<file path="config.mk">
export PLATFORM = sky130hd
export DESIGN_NAME = unified_mem_arbiter
export DESIGN_NICKNAME = d
export VERILOG_FILES = /design/src/rtl/unified_mem_arbiter_pkg.sv /design/src/rtl/unified_mem_arbiter_fairness_ctr.sv /design/src/rtl/unified_mem_arbiter.sv
export SDC_FILE = /design/constraint.sdc
export NUM_CORES = 1
export LEC_CHECK = 0
export ABC_AREA = 1
export CORE_AREA = 3 3 77 79
export CTS_BUF_LIST = sky130_fd_sc_hd__clkbuf_4
export DETAILED_ROUTE_END_ITERATION = 12
export DIE_AREA = 0 0 80 82
export PLACE_DENSITY = 0.9
export REMOVE_ABC_BUFFERS = 1
export SYNTH_ARGS = -nofsm -noshare
export SYNTH_HDL_FRONTEND = slang
export SYNTH_SLANG_ARGS = --single-unit
</file>
<file path="constraint.sdc">
create_clock -name clk -period 3.6 [get_ports clk]
set_input_delay 0.72 -clock clk [delete_from_list [all_inputs] [get_ports clk]]
set_output_delay 0.72 -clock clk [all_outputs]
set_load 0.02 [all_outputs]
</file>
<file path="src/rtl/unified_mem_arbiter_pkg.sv">
// Shared definitions for the unified instruction/data memory arbiter.
package unified_mem_arbiter_pkg;

  // Which requester the memory read data of the current cycle belongs to.
  typedef enum logic [1:0] {
    R_NONE = 2'd0,
    R_IF   = 2'd1,
    R_D    = 2'd2
  } resp_st_e;

  // Instruction fetches are always full-word accesses.
  localparam logic [2:0] FUNCT3_WORD = 3'b010;

  // Consecutive conflict cycles DATA may win before fetch is forced through.
  localparam int STARVE_MAX_DEF = 4;

endpackage

</file>
<file path="src/rtl/unified_mem_arbiter_fairness_ctr.sv">
// Saturating starvation counter: counts conflict cycles that DATA won and
// raises force_if once fetch has waited STARVE_MAX such cycles in a row.
module unified_mem_arbiter_fairness_ctr
  import unified_mem_arbiter_pkg::*;
#(
  parameter int STARVE_MAX = STARVE_MAX_DEF,
  parameter int CNT_W      = $clog2(STARVE_MAX + 1)
) (
  input  logic             clk,
  input  logic             rst,
  input  logic             inc,
  input  logic             clr,
  output logic [CNT_W-1:0] cnt,
  output logic             force_if
);

  localparam logic [CNT_W-1:0] CNT_MAX = CNT_W'(STARVE_MAX);

  // Clear on a fetch grant, otherwise count DATA wins up to the bound.
  always_ff @(posedge clk) begin
    if (!rst) begin
      cnt <= '0;
    end else if (clr) begin
      cnt <= '0;
    end else if (inc && (cnt != CNT_MAX)) begin
      cnt <= cnt + 1'b1;
    end
  end

  assign force_if = (cnt == CNT_MAX);

endmodule

</file>
<file path="src/rtl/unified_mem_arbiter.sv">
// Arbiter sharing one single-port memory between instruction fetch and
// load/store. One grant per cycle; read data returns one cycle later and is
// steered back to the requester recorded in resp_st.
//
// Handshake: a requester holds req (and its address/data) until it sees gnt
// high in the same cycle; the access is accepted on that clock edge. A read
// response is flagged by rvalid for exactly one cycle, the cycle after the
// grant, and has no back-pressure. Stores produce no response.
module unified_mem_arbiter
  import unified_mem_arbiter_pkg::*;
#(
  parameter int ADDR_W     = 8,
  parameter int DATA_W     = 32,
  parameter int STARVE_MAX = STARVE_MAX_DEF
) (
  input  logic              clk,
  input  logic              rst,
  input  logic              if_req,
  input  logic [ADDR_W-1:0] if_addr,
  output logic              if_gnt,
  output logic              if_rvalid,
  output logic [DATA_W-1:0] if_rdata,
  input  logic              d_req,
  input  logic              d_we,
  input  logic [2:0]        d_funct3,
  input  logic [ADDR_W-1:0] d_addr,
  input  logic [DATA_W-1:0] d_wdata,
  output logic              d_gnt,
  output logic              d_rvalid,
  output logic [DATA_W-1:0] d_rdata,
  output logic              mem_en,
  output logic              mem_we,
  output logic [2:0]        mem_funct3,
  output logic [ADDR_W-1:0] mem_addr,
  output logic [DATA_W-1:0] mem_wdata,
  input  logic [DATA_W-1:0] mem_rdata,
  output logic              stall
);

  localparam int CNT_W = $clog2(STARVE_MAX + 1);

  resp_st_e         resp_st;
  logic [CNT_W-1:0] starve_cnt;
  logic             force_if;
  logic             conflict;

  assign conflict = if_req && d_req;

  // DATA wins conflicts until fetch has been starved STARVE_MAX times.
  // Grants are held low while reset is asserted.
  assign if_gnt = rst && if_req && (!d_req || force_if);
  assign d_gnt  = rst && d_req && !(if_req && force_if);
  assign stall  = if_req && !if_gnt;

  unified_mem_arbiter_fairness_ctr #(
    .STARVE_MAX (STARVE_MAX),
    .CNT_W      (CNT_W)
  ) u_fair (
    .clk      (clk),
    .rst      (rst),
    .inc      (conflict && d_gnt),
    .clr      (if_gnt),
    .cnt      (starve_cnt),
    .force_if (force_if)
  );

  // Drive the memory port from whichever request was granted; idle is all zero.
  always_comb begin
    mem_en     = 1'b0;
    mem_we     = 1'b0;
    mem_funct3 = '0;
    mem_addr   = '0;
    mem_wdata  = '0;
    if (if_gnt) begin
      mem_en     = 1'b1;
      mem_funct3 = FUNCT3_WORD;
      mem_addr   = if_addr;
    end else if (d_gnt) begin
      mem_en     = 1'b1;
      mem_we     = d_we;
      mem_funct3 = d_funct3;
      mem_addr   = d_addr;
      mem_wdata  = d_wdata;
    end
  end

  // Remember who owns next cycle's read data; stores and idle cycles own none.
  always_ff @(posedge clk) begin
    if (!rst) begin
      resp_st <= R_NONE;
    end else if (if_gnt) begin
      resp_st <= R_IF;
    end else if (d_gnt && !d_we) begin
      resp_st <= R_D;
    end else begin
      resp_st <= R_NONE;
    end
  end

  // Responses are suppressed during reset so an in-flight read is dropped.
  assign if_rvalid = rst && (resp_st == R_IF);
  assign d_rvalid  = rst && (resp_st == R_D);
  assign if_rdata  = if_rvalid ? mem_rdata : '0;
  assign d_rdata   = d_rvalid  ? mem_rdata : '0;

endmodule

</file>
==> results of run 1 <==
[layout make-up]
class	count	area (um2)
clock buffers	4	30.0
fillers	476	2210
inverters	80	300
multi-input cells	155	623
flip-flops and latches	5	100
well taps	72	90.1
repair buffers	204	2050
[layer usage]
metal | vias to the layer above | part of all wire [%] | global-route usage [%]
li1 | 1062 | - | -
met1 | 845 | 34 | 16.6
met2 | 146 | 52 | 32.0
met3 | 16 | 12 | 4.61
met4 | 0 | 2.3 | 6.59
met5 | - | 0 | 0
[Yosys cell counts, types with 2 or more instances]
cell | number | area [um2]
a21oi_1 | 2 | 10.0
buf_2 | 6 | 30.0
buf_6 | 4 | 45.0
dfxtp_1 | 5 | 100
ha_1 | 2 | 25.0
inv_1 | 78 | 293
inv_2 | 2 | 7.51
nand2_1 | 38 | 143
nand2_2 | 5 | 31.3
nand3_1 | 2 | 10.0
nor2_1 | 103 | 387
nor2_2 | 2 | 12.5
[power by group through the flow]
stage / combinational [mW] / clock (mW) / sequential [mW]
global placement: 0.305 / 0 / 0.0598
CTS: 0.311 / 0.0793 / 0.0588
detailed placement: 0.310 / 0 / 0.0598
floorplan: 0.114 / 0 / 0.0594
finish: 0.308 / 0.0772 / 0.0588
global route: 0.332 / 0.0827 / 0.0590
[worst paths after layout]
| kind | start | to | slack [ns] | depth (start not counted) |
|---|---|---|---|---|
| setup / recovery | rst | mem_addr[5] | 0.34 | 8 |
| hold / removal | u_fair.cnt[1] | u_fair.cnt[1] | 0.49 | 2 |
| setup reg to reg | u_fair.cnt[0] | resp_st[1] | 2.23 | 8 |
| hold reg to reg | u_fair.cnt[1] | u_fair.cnt[1] | 0.49 | 2 |
[registers in the layout (all words and copies together) (netlist names)]
signal,cells
resp_st,2
u_fair.cnt,3
[worst min-delay path, stage by stage (launching register included)]
cell and delay [ns]:
dfxtp_1 0.32, nand2_1 0.06, a21oi_1 0.06
[per-stage QoR]
step / worst slack, ns / hold WS (ns) / power, mW / instance area [um2] / util (%)
after CTS: 0.325 / 0.495 / 0.449 / 3190 / 59.0
after global routing: 0.207 / 0.509 / 0.474 / 3190 / 59.0
final: 0.344 / 0.492 / 0.444 / 3190 / 59.0
after floorplan: 1.06 / 0.456 / 0.173 / 1020 / -
after detailed placement: 0.334 / 0.488 / 0.370 / 3160 / 58.5
after global placement: 0.422 / 0.469 / 0.365 / 3160 / 58.5
[logic make-up after synthesis]
family / after synthesis / synth area share [%]
flops: 5 / 9.11
simple gates: 151 / 53.5
compound gates: 2 / 0.911
fa+ha+maj: 2 / 2.28
buf+inv: 90 / 34.2
[cell usage in the layout, fill, tap and decap left out]
cell	Yosys	layout
buf_4	0	2
a21oi_1	2	2
clkdlybuf4s50_1	0	201
nor2_2	2	2
nor2_1	103	103
buf_12	0	1
dfxtp_1	5	5
clkbuf_4	0	4
ha_1	2	2
nand2_1	38	38
inv_1	78	78
inv_2	2	2
nand2_2	5	5
nor3_1	1	1
nand3_1	2	2
==> impl_metrics.ini, run 1 <==
[power]
power_frac_clock_pct = 17.4
p_leak_nw = 1.60
sw_frac_of_total_pct = 37.1
comb_power_share_pct = 69.3
pwr-share-seq_pct = 13.3
internal_power_mw = 0.279
p_per_area_nw_per_um2 = 139
p_switching_mw = 0.165
vdd_drop_max_uv = 92.0

[yosys]
synth_edf_count = 0
syn_area_per_cell_um2 = 4.39
synth-async-reset-ratio_pct = 0
synth_area_um2 = 1100
yosys_most_used_dff = dfxtp_1
synth_seq_cells = 5
ys_types = 13
syn_inst = 250
synth-seq-area-share_pct = 9.11
yosysWarningCount = 0

[critical_path]
max_stage_delay_ns = 0.60
cp_top_family = buffers and inverters
crit_buf_inv = 4
required_ns = 2.88
crit_path_max_fanout = 10
worst_path_most_repeated_cell = nand2_1
critPathLaunchType = input port
critPathSlowestCell = clkdlybuf4s50_1
end_kind = output pin
crit_path_cell_trace = clkdlybuf4s50_1, nand2_1, inv_1, nand2_2, inv_2, nand2_1, nand2_1, clkdlybuf4s50_1
cp.arrival_ns = 2.54
worst-setup-path-type = input port to output pin

[clock_network]
root_buffer = clkbuf_4
clk-insertion-delay-late_ns = 0.25
cts_made_buffers = 3
cts_tree = yes
clkSinkCount = 5
holdBufCountCts = 0
postCtsResizedCells = 0
cts_setup_buffers = 0
path_clk_slew_ns = 0.05
clock_path_buffers = 2
htreeDepth = 1

[detailed_routing]
detail-route-antenna-nets = 0
route.detailed.drc = 0
vias = 2069
detail_route.wl_per_cell_um = 11.5
drt_iter0_drc = 42
first_pass_iters = 4
vias_per_cell = 3.98
finalWirelength_um = 5990

[cells_and_area]
diodes = 0
nets = 539
area_delta_synth_final_pct = 190
drive_gt1_share_pct = 3.57
fin_cells = 520

[timing]
hold_viol_final = 0
rsz0062_at_grt = no
slew_headroom_pct = 78.4
finClkSkew_ns = 0.00190
fmax_mhz = 307
worstMarginPinSlew_ns = 0.325
fin_crit_ns = 3.26
finalMaxSlewViolations = 0
setup_violations = 0
setup_tns_ns = 0
finalCritPeriodShare_pct = 90.4

[global_routing]
grt-ovfl-total = 0
grt_antenna_before_repair = 0
globalRouteTotalUtil_pct = 16.5
grt_first_pass_wirelength_um = 8690
grt_pass1_vias = 1919
grt_max_degree = 35

[job]
maxCapViolCount = 0

[floorplanning]
start_util_pct = 20.3
die_y_um = 82
core_area_um2 = 5410
die_width_um = 80
top_level_ports = 202
die-area_um2 = 6560
num_rows = 27

[placement]
routabilityCongestion = 0.808
io_buffers = 201
place_inst = 516
dp_hpwl_um = 5310

[worst_hold_path]
hold_path.class = flop to flop

[status]
status = complete, no violations
Note: power is estimated with default switching activity, not from simulation.
==> run 2: changes to the inputs <==
CORE_AREA = unset   (was 3 3 77 79)
CORE_MARGIN = 3   (was unset)
CORE_UTILIZATION = 21   (was unset)
DIE_AREA = unset   (was 0 0 80 82)
PLACE_DENSITY = 0.93   (was 0.9)
clock period = 3.1 ns   (was 3.6 ns; I/O delays follow)
==> run 2 against run 1 <==
Largest power group unchanged. Critical endpoint unchanged. Count of clock-buffer cells in the layout unchanged. Final area increased by 0.98%. Clock skew increased by 0.0041 ns.
==> impl_metrics.ini, run 2 (synthesis results as in run 1) <==
[detailed_routing]
detail_route.wl_per_cell_um = 12.0
first_pass_iters = 5
detail-route-antenna-nets = 0
route.detailed.drc = 0
vias_per_cell = 4.07
vias = 2102
drt_iter0_drc = 28
finalWirelength_um = 6200

[timing]
setup_tns_ns = 0
finalMaxSlewViolations = 0
fin_crit_ns = 2.96
finClkSkew_ns = 0.00598
setup_violations = 0
worstMarginPinSlew_ns = 0.273
finalCritPeriodShare_pct = 95.5
slew_headroom_pct = 81.8
hold_viol_final = 0
fmax_mhz = 338
rsz0062_at_grt = no

[power]
vdd_drop_max_uv = 148
p_leak_nw = 1.62
p_per_area_nw_per_um2 = 159

[cells_and_area]
final_area_um2 = 3220
area_delta_synth_final_pct = 193
fin_cells = 517
drive_gt1_share_pct = 4.22
top_register = u_fair.cnt
final_cell_mix = 200 x clkdlybuf4s50_1, 103 x nor2_1, 78 x inv_1, 38 x nand2_1
nets = 541
largestRegisters = u_fair.cnt: 3 flops, resp_st: 2 flops
final_common_cell = clkdlybuf4s50_1
largest_reg_flops = 3
diodes = 0

[placement]
place_inst = 513
routabilityCongestion = 0.830
io_buffers = 201
dp_hpwl_um = 5600
place_area_um2 = 3190

[global_routing]
met1_usage_pct = 16.5
grt_pass1_vias = 2098
grt-busiest-layer = met2
met2_usage_pct = 38.5
grt_first_pass_wirelength_um = 9340
globalRouteTotalUtil_pct = 18.8
grt-ovfl-total = 0
grt_antenna_before_repair = 0
grt_max_degree = 37
met3_usage_pct = 6.31

[critical_path]
end_kind = output pin
critPathSlowestCell = clkdlybuf4s50_1
cp_top_family = buffers and inverters
crit_path_cell_trace = clkdlybuf4s50_1, nand2_2, nand2_2, nand2_2, inv_2, nand2_1, nand2_1, clkdlybuf4s50_1
crit_path_max_fanout = 10
worst_path_most_repeated_cell = nand2_2
critPathLaunchType = input port
required_ns = 2.48
max_stage_delay_ns = 0.61
cp.arrival_ns = 2.34
crit_buf_inv = 3
worst-setup-path-type = input port to output pin

[floorplanning]
die-area_um2 = 6130
die_width_um = 78.3
start_util_pct = 22.5
num_rows = 25
die_y_um = 78.3
top_level_ports = 202
core_area_um2 = 4880

[worst_hold_path]
hold_path.class = flop to flop

[clock_network]
root_buffer = clkbuf_4
cts_made_buffers = 3
clock_path_buffers = 2
htreeDepth = 1
clkSinkCount = 5
clk-insertion-delay-late_ns = 0.24
cts_tree = yes
path_clk_slew_ns = 0.04
postCtsResizedCells = 0
holdBufCountCts = 0
cts_setup_buffers = 0

[status]
status = complete, no violations

[job]
maxCapViolCount = 0
## run 2: layout make-up
cell class	instances	area (um2)
Sequential cell	5	100
Clock buffer	4	30.0
Timing Repair Buffer	206	2080
Inverter	80	300
Tap cell	67	83.8
Multi-Input combinational cell	155	623
Fill cell	405	1660
## run 2: routing by layer
metal,wire [um],vias up
li1,-,1066
met1,2030,884
met2,3250,138
met3,698,14
met4,219,0
met5,0,-
## run 2: path summary, 6_finish.rpt
kind,startpoint,to,slack [ns],depth (start not counted)
worst max-delay path,d_req,mem_addr[5],0.14,8
worst min-delay path,u_fair.cnt[1],u_fair.cnt[1],0.48,2
worst max register to register,u_fair.cnt[0],u_fair.cnt[0],1.80,8
worst min register to register,u_fair.cnt[1],u_fair.cnt[1],0.48,2
## run 2: where the power goes
part,switching (mW),internal (mW)
combinational,0.159,0.202
sequential,0.00173,0.0669
clock,0.0260,0.0573
total,0.186,0.327
## run 2: stage by stage
stage               utilization [%]  setup WS, ns  hold slack [ns]  total power, mW
finish                         66.0         0.139            0.483            0.513
global route                   66.0        0.0171            0.530            0.551
CTS                            66.0         0.113            0.488            0.520
floorplan                         -         0.764            0.456            0.201
global placement               65.4         0.158            0.472            0.426
detailed placement             65.4         0.124            0.483            0.433
## run 2: tightest hold or removal path, stage by stage (launching register included)
cell,delay [ns]
dfxtp_1,0.31
nand2_1,0.06
a21oi_1,0.05
==> run 3: changes to the inputs <==
GPL_ROUTABILITY_DRIVEN = 1   (was unset)
==> results of run 3 <==
The final DEF is identical to that of run 2; final timing and power are the same.
